### config.mk
export PLATFORM = sky130hd
export DESIGN_NAME = pwm_duty_sequencer
export DESIGN_NICKNAME = d
export VERILOG_FILES = /design/src/rtl/pwm_pkg.sv /design/src/rtl/pwm_step_timer.sv /design/src/rtl/pwm_duty_sequencer.sv
export SDC_FILE = /design/constraint.sdc
export NUM_CORES = 1
export LEC_CHECK = 0
export BUFFER_PORTS_ARGS = -buffer_cell sky130_fd_sc_hd__clkbuf_2
export CORE_MARGIN = 2
export CORE_UTILIZATION = 65
export CTS_BUF_LIST = sky130_fd_sc_hd__clkbuf_2 sky130_fd_sc_hd__clkbuf_4 sky130_fd_sc_hd__clkbuf_8
export DETAILED_ROUTE_END_ITERATION = 7
export PLACE_DENSITY = 0.88
export SLEW_MARGIN = 20
export SYNTH_ARGS = -nofsm -noshare
export SYNTH_HDL_FRONTEND = slang
export SYNTH_SLANG_ARGS = --single-unit
### constraint.sdc
create_clock -name clk -period 10.5 [get_ports clk]
set_input_delay 2.625 -clock clk [delete_from_list [all_inputs] [get_ports clk]]
set_output_delay 2.625 -clock clk [all_outputs]
set_load 0.01 [all_outputs]
### src/rtl/pwm_pkg.sv
// Shared types, constants and arithmetic helpers for the PWM control blocks.
package pwm_pkg;

    // Default PWM resolution and the matching full-scale duty (100 %).
    localparam int PWM_R    = 8;
    localparam int DUTY_MAX = 1 << PWM_R;

    // Ramp sequencer states.
    typedef enum logic {
        IDLE = 1'b0,
        RAMP = 1'b1
    } seq_state_t;

    // Limit a requested duty to the full-scale value.
    function automatic int clamp_duty(input int value, input int max_duty);
        return (value > max_duty) ? max_duty : value;
    endfunction

    // Move cur one step toward tgt without overshooting it.
    // A step size of zero jumps straight to the target.
    function automatic int sat_step(input int cur, input int tgt, input int step_size);
        if (step_size == 0) begin
            return tgt;
        end
        if (cur < tgt) begin
            return (cur + step_size >= tgt) ? tgt : cur + step_size;
        end
        if (cur > tgt) begin
            return (cur - step_size <= tgt) ? tgt : cur - step_size;
        end
        return tgt;
    endfunction

endpackage

### src/rtl/pwm_step_timer.sv
// Interval counter that emits a one-cycle step pulse every `interval` clocks
// while enabled. `interval` must be non-zero; the sequencer guarantees this.
module pwm_step_timer
#(
    parameter int STEP_BITS = 16
)
(
    input  logic                 clk,
    input  logic                 reset_n,
    input  logic                 clear,
    input  logic                 enable,
    input  logic [STEP_BITS-1:0] interval,
    output logic                 step
);

    logic [STEP_BITS-1:0] count;

    // Step fires on the cycle whose closing edge sees count == interval-1.
    assign step = enable && !clear && (count == interval - STEP_BITS'(1));

    // Free-running counter, restarted by clear and on every step event.
    always_ff @(posedge clk or negedge reset_n) begin
        if (!reset_n) begin
            // NOTE: sequential state is written with non-blocking assignments so
            // every register samples the pre-edge values of its neighbours.
            count <= '0;
        end else if (clear) begin
            count <= '0;
        end else if (enable) begin
            count <= step ? '0 : count + STEP_BITS'(1);
        end
    end

endmodule

### src/rtl/pwm_duty_sequencer.sv
// Ramps the duty fed to pwm_improved toward a commanded target at a
// programmable step interval, and latches the PWM prescale value.
module pwm_duty_sequencer
    import pwm_pkg::*;
#(
    parameter int R                 = PWM_R,
    parameter int TIMER_BITS        = 8,
    parameter int STEP_BITS         = 16,
    parameter int RESET_FINAL_VALUE = 194
)
(
    input  logic                  clk,
    input  logic                  reset_n,
    input  logic                  cmd_valid,
    output logic                  cmd_ready,
    input  logic [R:0]            cmd_target,
    input  logic [R-1:0]          cmd_step,
    input  logic [STEP_BITS-1:0]  cmd_interval,
    input  logic [TIMER_BITS-1:0] cmd_final_value,
    input  logic                  abort,
    output logic [R:0]            duty,
    output logic [TIMER_BITS-1:0] FINAL_VALUE,
    output logic                  busy,
    output logic                  done
);

    localparam int DUTY_LIMIT = 1 << R;

    seq_state_t           state;
    seq_state_t           state_next;
    logic [R:0]           target_q;
    logic [R-1:0]         step_q;
    logic [STEP_BITS-1:0] interval_q;
    logic                 accept;
    logic                 step_pulse;
    logic                 stepping;
    logic [R:0]           target_clamped;
    logic [R:0]           duty_next;
    logic                 reached;

    assign accept         = cmd_valid && cmd_ready;
    assign target_clamped = (R+1)'(clamp_duty(int'(cmd_target), DUTY_LIMIT));
    assign duty_next      = (R+1)'(sat_step(int'(duty), int'(target_q), int'(step_q)));
    assign reached        = (duty_next == target_q);
    // abort takes priority over a coincident step event.
    assign stepping       = (state == RAMP) && step_pulse && !abort;

    pwm_step_timer #(
        .STEP_BITS (STEP_BITS)
    ) u_step_timer (
        .clk      (clk),
        .reset_n  (reset_n),
        .clear    (accept),
        .enable   (busy),
        .interval (interval_q),
        .step     (step_pulse)
    );

    // FSM state register.
    always_ff @(posedge clk or negedge reset_n) begin
        if (!reset_n) begin
            state <= IDLE;
        end else begin
            state <= state_next;
        end
    end

    // FSM next-state logic: leave RAMP on abort or when the target is reached.
    always_comb begin
        // NOTE: default assignment first so no path leaves state_next unassigned
        // and no latch is inferred.
        state_next = state;
        case (state)
            IDLE: if (accept) state_next = RAMP;
            RAMP: begin
                if (abort) begin
                    state_next = IDLE;
                end else if (step_pulse && reached) begin
                    state_next = IDLE;
                end
            end
            default: state_next = IDLE;
        endcase
    end

    // FSM outputs: handshake ready while idle, busy while ramping.
    always_comb begin
        cmd_ready = 1'b0;
        busy      = 1'b0;
        case (state)
            IDLE:    cmd_ready = 1'b1;
            RAMP:    busy      = 1'b1;
            default: cmd_ready = 1'b1;
        endcase
    end

    // Command latch, duty update on step events, and the completion pulse.
    always_ff @(posedge clk or negedge reset_n) begin
        if (!reset_n) begin
            target_q    <= '0;
            step_q      <= '0;
            interval_q  <= STEP_BITS'(1);
            duty        <= '0;
            FINAL_VALUE <= TIMER_BITS'(RESET_FINAL_VALUE);
            done        <= 1'b0;
        end else begin
            done <= stepping && reached;
            if (accept) begin
                target_q    <= target_clamped;
                step_q      <= cmd_step;
                interval_q  <= (cmd_interval == '0) ? STEP_BITS'(1) : cmd_interval;
                FINAL_VALUE <= cmd_final_value;
            end
            if (stepping) begin
                duty <= duty_next;
            end
        end
    end

endmodule

==> run metrics, run 1 <==
Crit path largest cell delay approximately 0.56 ns; wire length per cell between 15 and 20 µm; Compound-Gate Fraction of Synth Area between 20% and 30%; mapped cell area ~0.0055 mm²; Post-Synth Simple-Gate Area a little under a quarter; Synth Instances about 660; crit path time final about 5.0 ns; routability cong. between 0.9 and 1; first-pass GRT wire length ~25,000 µm; Seq cells post-synth 68; Sink Count around 70; Layout fillers about 630; Final setup viols 0; Crit Path Category register to register; nets@finish 801; Post-DP Area between 0.005 and 0.006 mm²; crit path DAT 5.26 ns; status finished clean; max cap viols 0; XOR/XNOR Fraction of Synth Area a little under 7%; Tcrit/Tclk final 47.93%; hpwl dp around 12,000 µm; Site Rows 33; pwr dens about 340 mW/mm²; Yosys cell types 70; Fmax ~200 MHz; Adder-Cell Fraction of Synth Area around 11%; Crit path required time 10.73 ns; Antenna Cells 0; maximum VDD drop 0.1437 mV; Setup Fix Bufs, Post-CTS 0; Hold Worst Slack 0.4631 ns; Top delay family on crit path simple AND/OR/NAND/NOR gates; Die Ht 96.03 µm; FFs w/ async S/R, synth 100.0%; Setup crit start kind register; Commonest cells post-synth nand2_1 (113), dfrtp_1 (64), ha_1 (46), o21ai_0 (46), inv_1 (43); Leakage 0.002810 µW; WP buf/inv 0; Tot GR Track Use ~36%; vias per inst roughly 6.4; share of cells above drive strength 1 about 14%; Worst-Skew Late Latency roughly 0.36 ns; hold crit path type register to register; Post-synth EDFFs 0; highest net fanout along the worst path 12; Synth area leaders dfrtp_1 (29%), ha_1 (10%), nand2_1 (7.7%); largest family of logic cells by synthesized area simple AND/OR/NAND/NOR gates; H-tree levels 3; slowest CP cell ha_1; clock-pin slew on the worst setup and hold paths around 0.080 ns; grt ovf 0; Final Max Slew Viols 0; Core Footprint 0.008217 mm²; largest area contributor in the synthesized netlist dfrtp_1; Fin. Hold Viols 0; starting density of the core between 60% and 70%; CTS Buf Count 9; CTS Hold Bufs 0; DIE AREA about 0.009 mm²; Layout Skew around 0.011 ns; setup slack after layout approximately 5.5 ns; Syn Area/Cell between 8 and 9 µm²; DRT Pass-1 Iters 5; DR DRC count 0; critical path endpoint category register; Root Buffer clkbuf_8; pin count of the biggest net entering global routing around 70; Post-Syn Nets 750; most frequent cell after synthesis nand2_1; I/O Buffers 64; clock buffer depth 2; RSZ-0062 raised after global routing no; area grow syn2layout 10.59%; Via Count around 5,300; vias in the first global route approximately 5,200; Max transition margin roughly 30%; Seq/Total Area, Yosys a little under a third; dpl ws 5.606 ns; Synth warnings 0; post-route ant nets 0; CTS tree yes; chip width ~96 µm; # IOs 65; CP Cell Sequence ha_1 > and2_1 > a31oi_1 > and4_1 > or3b_2 > and2_1 > ha_1 > a2111oi_0 > o221ai_1 > o211a_1 > nand2_1 > nor2_1 > or4_1 > a2111oi_0; initial antenna violation count 0; cell area after layout a little over 0.006 mm²; mux cell area share after synthesis under 10%; 1st-iter DRT viols 317; Total Wirelength 15,560 µm; total power between 2000 and 2500 µW; share of the synthesized area in the top cell type 29.09%; Setup TNS 0 ns; Least-Margin Pin Slew ~1.1 ns; Main synth FF type dfrtp_1; Post-CTS Resized 0
==> stage by stage <==
stage | util (%) | std cells
detailed placement | 71.40 | 801
global route | 74.10 | 818
CTS | 73.85 | 817
global placement | 71.40 | 801
floorplan | - | 657
finish | 74.10 | 818
==> state kept, by name, summed over array words and instances (netlist names) <==
register,count
FINAL_VALUE,8
interval_q,16
u_step_timer.count,16
step_q,8
target_q,9
duty,9
done,1
state,1
==> layout make-up <==
class | count | area, µm² | share of cell area [%]
sequential | 68 | 1707 | 28.03
tap | 105 | 131.4 | 2.158
timing repair buffer | 67 | 355.3 | 5.836
multi-input combinational | 518 | 3528 | 57.95
clock inverter | 6 | 63.81 | 1.048
inverter | 44 | 165.2 | 2.713
clock buffer | 10 | 137.6 | 2.261
==> path summary, 6_finish.rpt <==
path,cells past startpoint,startpoint,to,slack [ns]
min reg2reg,2,FINAL_VALUE[1],FINAL_VALUE[1],0.46
max,14,duty[4],done,5.47
max reg2reg,14,duty[4],done,5.47
min in group asynchronous,2,reset_n,FINAL_VALUE[5],2.47
min,2,FINAL_VALUE[1],FINAL_VALUE[1],0.46
max in group asynchronous,2,reset_n,target_q[6],7.45
==> worst reg2reg max path, cell delays in order, from the launching register on <==
cell	delay, ns
dfrtp_1	0.45
ha_1	0.56
and2_1	0.22
a31oi_1	0.06
and4_1	0.24
or3b_2	0.48
and2_1	0.21
ha_1	0.33
a2111oi_0	0.50
o221ai_1	0.26
o211a_1	0.27
nand2_1	0.29
nor2_1	0.08
or4_1	0.56
a2111oi_0	0.41
==> power breakdown <==
| group | total [µW] | switching (µW) | internal, µW |
|---|---|---|---|
| sequential | 476 | 123 | 353 |
| clock | 227 | 112 | 116 |
| combinational | 1370 | 820 | 554 |
==> cells by family after synthesis <==
group,after synthesis
simple gates,250
compound gates,163
buf+inv,71
flops,68
fa+ha+maj,48
xor+xnor,42
mux,15
==> cells in the final DEF, fill, tap and decap left out, types with 23 or more instances in the layout <==
cell type and count:
o21ai_0 46, clkbuf_2 63, nor2_1 23, nand2_1 113, a21oi_1 23, inv_1 43, dfrtp_1 64, xnor2_1 27
ha_1 46
==> layer usage <==
layer	GRT usage, %	vias to the layer above	wire [µm]
met4	20.95	0	863
met2	61.52	227	7644
met3	6.108	68	884
li1	-	2467	-
met5	0	-	0
met1	41.54	2492	6163
(Power assumes the default switching activity.)
==> inputs of run 2 (changes only) <==
--- a/config.mk
+++ b/config.mk
@@ -5,12 +5,13 @@
 export SDC_FILE = /design/constraint.sdc
 export NUM_CORES = 1
 export LEC_CHECK = 0
+export ABC_AREA = 1
 export BUFFER_PORTS_ARGS = -buffer_cell sky130_fd_sc_hd__clkbuf_2
 export CORE_MARGIN = 2
-export CORE_UTILIZATION = 65
+export CORE_UTILIZATION = 56
 export CTS_BUF_LIST = sky130_fd_sc_hd__clkbuf_2 sky130_fd_sc_hd__clkbuf_4 sky130_fd_sc_hd__clkbuf_8
 export DETAILED_ROUTE_END_ITERATION = 7
-export PLACE_DENSITY = 0.88
+export PLACE_DENSITY = 0.8
 export SLEW_MARGIN = 20
 export SYNTH_ARGS = -nofsm -noshare
 export SYNTH_HDL_FRONTEND = slang
==> constraint.sdc (replaced) <==
create_clock -name clk -period 4.1 [get_ports clk]
set_input_delay 1.025 -clock clk [delete_from_list [all_inputs] [get_ports clk]]
set_output_delay 1.025 -clock clk [all_outputs]
set_load 0.01 [all_outputs]
==> run metrics, run 2 <==
status finished clean; Final setup viols 0; Post-DP Area 0.006291 mm²; Worst Hold Path Cells 2; largest registers interval_q: 16 flops, u_step_timer.count: 16 flops; first-pass GRT wire length between 20,000 and 30,000 µm; grt ovf 0; crit path time final between 3 and 4 ns; Seq/Total Area, Yosys between 20 and 30%; Hold Worst Slack 0.4686 ns; wire length per cell between 15 and 20 µm; Worst-Skew Late Latency between 0.3 and 0.4 ns; Setup crit start kind register; maximum VDD drop 0.2756 mV; initial antenna violation count 0; I/O Buffers 64; clock buffer depth 2; # IOs between 60 and 70; cell-internal power roughly 1600 µW; Yosys cell types 47; Synth Instances roughly 860; DRT Pass-1 Iters 5; Layout Skew 0.01322 ns; share of cells above drive strength 1 roughly 15%; chip width approximately 110 µm; cell area after layout around 0.0066 mm²; Setup crit start duty[0]; routability cong. just over 1; starting density of the core 56.94%; Seq cells post-synth 68; Least-Margin Pin Slew 1.123 ns; Fmax ~260 MHz; Commonest cells post-synth nand2_1 (271), inv_1 (112), nand3_1 (77); Post-synth EDFFs 0; Core Footprint between 0.01 and 0.015 mm²; Leakage 0.003463 µW; Worst Hold Launch FINAL_VALUE[7]; max cap viols 0; hold crit path type register to register; R2R Path Start duty[0]; Tcrit/Tclk final 93.75%; DR DRC count 0; pin count of the biggest net entering global routing 63; 1st-iter DRT viols approximately 500; R2R cell count 25; Clk pwr share ~17%; hpwl dp approximately 13,000 µm; Logic pwr share ~55%; most frequent cell after synthesis nand2_1; critical path endpoint category register; Antenna Cells 0; Synth warnings 0; r2r setup slk 0.26 ns; highest net fanout along the worst path 5; Final Max Slew Viols 0; DIE AREA roughly 0.011 mm²; crit path DAT 4.09 ns; placed cell count between 1,000 and 1,500; Switching Share 49.24%; post-route ant nets 0; Reg area between 0.0015 and 0.002 mm²; share of the synthesized area in the top cell type a little over a quarter; most common cell after layout, fill and taps aside nand2_1; pwr dens between 400 and 500 mW/mm²; final core utilization ~64%; Fin. Hold Viols 0; CTS Buf Count 9; vias per inst between 5 and 6; Layout fillers just over 900; H-tree levels 3; Crit Path Category register to register; Die Ht approximately 110 µm; Main synth FF type dfrtp_1; CTS tree yes; Worst Hold Path EP FINAL_VALUE[7]; Syn Area/Cell 6.782 µm²; Crit path required time between 4 and 5 ns; area grow syn2layout 12.56%; mapped cell area around 0.006 mm²; Site Rows 37; dpl ws 0.1864 ns; CTS Hold Bufs 0; Total Wirelength around 17,000 µm; Via Count between 5,000 and 6,000; Max transition margin between 20 and 25%; largest area contributor in the synthesized netlist dfrtp_1; Post-Layout Cell Count 1,068; Root Buffer clkbuf_8; Post-Syn Nets between 900 and 1,000; Reg2Reg Capture Point state; Sink Count about 70; clock-pin slew on the worst setup and hold paths about 0.09 ns; FFs w/ async S/R, synth 100.0%; commonest cells after routing, fill and taps aside nand2_1 (268), inv_1 (112), nand3_1 (75); sequential share of power between 20% and 30%; multi-input combinational cell area between 0.003 and 0.004 mm²; nets@finish 1,020; Tot GR Track Use 30.95%; setup slack after layout ~0.26 ns; vias in the first global route about 5,400; Synth area leaders dfrtp_1 (27%), nand2_1 (17%), ha_1 (9.9%); Net Sw Power approximately 1600 µW
-- run 2: cell count changes in the layout (fill, tap and decap cells not counted), sizes merged, moves of 10 or more --
cell / before / now
nand2: 113 / 276
inv: 43 / 118
nand3: 16 / 79
nor2: 23 / 61
nand4: 6 / 34
xnor2: 27 / 8
nor2b: 15 / 0
mux2i: 13 / 0
xor2: 14 / 27
o22ai: 0 / 12
nand3b: 11 / 1
-- run 2: repair_timing --
action,in CTS,in global routing
setup buffers,0,2
setup endpoints to repair,0,11
hold endpoints to repair,0,0
gates resized for setup,0,12
-- run 2: worst max-delay path by stage --
stage / endpoint / slack, ns / depth (start not counted)
finish: state / 0.26 / 25
detailed placement: state / 0.19 / 28
global route: state / -0.01 / 28
global placement: state / 0.23 / 28
CTS: state / 0.17 / 28
floorplan: state / 0.77 / 28
-- run 2: per-stage QoR --
step	setup TNS [ns]	total power [µW]
5_1_grt	-0.01396	3459
6_report	0	3178
3_3_place_gp	0	2502
4_1_cts	0	3077
2_1_floorplan	0	2117
3_5_place_dp	0	2528
-- run 2: layout make-up --
| cell class | instances | share of cell area (%) |
|---|---|---|
| inverter | 118 | 6.754 |
| clock inverter | 6 | 0.7441 |
| clock buffer | 10 | 2.099 |
| sequential | 68 | 26.04 |
| timing repair buffer | 74 | 6.029 |
| tap | 136 | 2.595 |
| multi-input combinational | 656 | 55.73 |
-- run 2: layer usage --
metal,vias up,global-route usage (%),part of all wire (%)
met4,0,8.929,2.3
met5,-,0,0
li1,2930,-,-
met1,2746,45.49,46
met3,35,5.457,7.9
met2,246,46.82,44
-- run 2: cells by family after synthesis --
family / synth area share (%)
adder cells (fa/ha/maj): 10.57
buffers and inverters: 9.192
AO/OA/AOI/OAI: 9.150
AND/OR/NAND/NOR: 36.53
flip-flops: 29.30
XOR/XNOR: 5.262
-- run 2: critical path, stage by stage (launching register included) --
cell	delay (ns)
dfrtp_1	0.43
inv_1	0.11
ha_1	0.26
fa_1	0.41
inv_1	0.11
nand3_1	0.08
nand2_2	0.12
nand4_1	0.10
nand2_1	0.13
xor2_2	0.23
ha_1	0.29
nand4_1	0.14
nand3_2	0.13
nor2_4	0.21
buf_4	0.15
nand3_1	0.06
nand3_1	0.11
nand2_1	0.08
nand3_1	0.09
nand2_1	0.09
inv_1	0.06
nand2_1	0.04
nor2_1	0.10
nand3_1	0.08
nand2_1	0.06
nand2_1	0.04
-- run 2: power groups by stage --
stage | sequential [µW] | clock (µW) | combinational, µW
after floorplan | 881 | 0 | 1240
after global placement | 902 | 0 | 1600
after detailed placement | 904 | 0 | 1620
after CTS | 893 | 548 | 1640
after global routing | 910 | 576 | 1970
final | 896 | 548 | 1730
==> inputs of run 3 (changes only) <==
--- a/config.mk
+++ b/config.mk
@@ -5,13 +5,14 @@
 export SDC_FILE = /design/constraint.sdc
 export NUM_CORES = 1
 export LEC_CHECK = 0
-export ABC_AREA = 1
+export ABC_AREA = 0
+export ABC_CLOCK_PERIOD_IN_PS = 4100
 export BUFFER_PORTS_ARGS = -buffer_cell sky130_fd_sc_hd__clkbuf_2
 export CORE_MARGIN = 2
-export CORE_UTILIZATION = 56
+export CORE_UTILIZATION = 55
 export CTS_BUF_LIST = sky130_fd_sc_hd__clkbuf_2 sky130_fd_sc_hd__clkbuf_4 sky130_fd_sc_hd__clkbuf_8
 export DETAILED_ROUTE_END_ITERATION = 7
-export PLACE_DENSITY = 0.8
+export PLACE_DENSITY = 0.79
 export SLEW_MARGIN = 20
 export SYNTH_ARGS = -nofsm -noshare
 export SYNTH_HDL_FRONTEND = slang
==> run metrics, run 3 (synthesis gave the netlist of run 1 again) <==
vias per inst just under 6; routability cong. slightly below 1; Crit Path Category register to register; vias in the first global route 5,408; Core Footprint around 0.0097 mm²; Site Rows 36; RSZ-0062 raised after global routing yes; chip width 104.0 µm; initial antenna violation count 0; wire length per cell 18.19 µm; # IOs 65; Crit path required time 4.35 ns; hold crit path type register to register; critical path endpoint category register; maximum VDD drop ~0.42 mV; Fmax approximately 250 MHz; crit path DAT between 4 and 5 ns; max cap viols 0; commonest cells after routing, fill and taps aside nand2_1 (112), dfrtp_1 (64), clkbuf_2 (63); largest registers interval_q: 16 flops, u_step_timer.count: 16 flops; H-tree levels 3; Layout fillers 829; Final setup viols 0; first-pass GRT wire length about 27,000 µm; Post-Layout Cell Count 901; Via Count approximately 5,400; Die Ht around 100 µm; Antenna Cells 0; area grow syn2layout 21.98%; Root Buffer clkbuf_8; placed cell count slightly below 900; highest net fanout along the worst path 5; Tcrit/Tclk final 97.48%; CTS tree yes; Setup crit start kind register; I/O Buffers 64; Layout Skew between 0.008 and 0.009 ns; Tot GR Track Use between 30% and 40%; Leakage about 0.0031 µW; nets@finish roughly 860; Final Max Slew Viols 0; hpwl dp 12,500 µm; Setup TNS 0 ns; clock buffer depth 2; clock-pin slew on the worst setup and hold paths around 0.080 ns; DR DRC count 0; Max transition margin about two fifths; DRT Pass-1 Iters 7; Sink Count a little under 70; Fin. Hold Viols 0; starting density of the core between 50% and 60%; Hold Worst Slack around 0.46 ns; status finished clean; crit path time final 3.997 ns; post-route ant nets 0; CTS Hold Bufs 0; 1st-iter DRT viols 259; Total Wirelength approximately 16,000 µm; pin count of the biggest net entering global routing 69; pwr dens 930.8 mW/mm²; most common cell after layout, fill and taps aside nand2_1; CTS Buf Count 9; final core utilization between 60 and 70%; Least-Margin Pin Slew between 0.8 and 0.9 ns; share of cells above drive strength 1 about a quarter; Worst-Skew Late Latency around 0.37 ns; grt ovf 0; DIE AREA 0.01083 mm²
==> run 3: layout make-up <==
cell class                 instances  area, µm²  share of cell area [%]
inverter                          44      165.2                   2.459
clock buffer                      10      131.4                   1.956
multi-input combinational        518       3725                   55.47
timing repair buffer             122      755.7                   11.25
tap                              133      166.4                   2.478
sequential                        68       1707                   25.41
clock inverter                     6      65.06                  0.9689
==> run 3: worst paths after layout <==
check | from | to | slack, ns | cells past startpoint
min in group asynchronous | reset_n | duty[5] | 0.85 | 2
min | FINAL_VALUE[7] | FINAL_VALUE[7] | 0.46 | 2
min reg2reg | FINAL_VALUE[7] | FINAL_VALUE[7] | 0.46 | 2
max | duty[0] | state | 0.10 | 16
max in group asynchronous | reset_n | target_q[2] | 2.66 | 2
max reg2reg | duty[0] | state | 0.10 | 16
==> run 3: critical path: stages, from the launching register on <==
cell,delay (ns)
dfrtp_1,0.41
inv_2,0.08
ha_2,0.21
fa_2,0.25
nor2b_4,0.06
o2111ai_2,0.18
nand3b_1,0.13
xnor2_1,0.44
ha_1,0.31
o21a_1,0.14
o21ai_1,0.07
a211oi_2,0.26
o211a_1,0.26
nand2_4,0.09
o2111a_1,0.25
o41a_1,0.41
a311o_1,0.34
==> run 3: stage by stage <==
stage / cell area [µm²] / setup slack [ns] / power (µW)
floorplan: 5555 / 0.004225 / 3801
global placement: 6316 / -0.01349 / 5084
detailed placement: 6316 / -0.04504 / 5156
CTS: 6553 / 0.005092 / 5864
global route: 6715 / -0.08922 / 6722
finish: 6715 / 0.1033 / 6251
==> run 3: metal layers <==
metal	track usage, %	part of all wire, %	up-vias
met5	0	0	-
met4	15.93	4.7	0
met3	5.388	4.8	54
met2	55.12	52	164
met1	35.34	39	2591
li1	-	-	2569
==> run 3: timing repair <==
action	4_1_cts	5_1_grt
pin swaps	4	16
gates cloned	0	0
buffers inserted	1	5
setup endpoints to repair	4	8
gates resized for setup	10	29
==> run 3: power by group <==
group | internal, µW | switching [µW] | leakage [µW] | total, µW
registers | 904 | 299 | 0.000854 | 1200
logic | 2040 | 2430 | 0.00215 | 4480
clock network | 287 | 282 | 0.0000996 | 569
total | 3240 | 3020 | 0.00311 | 6250
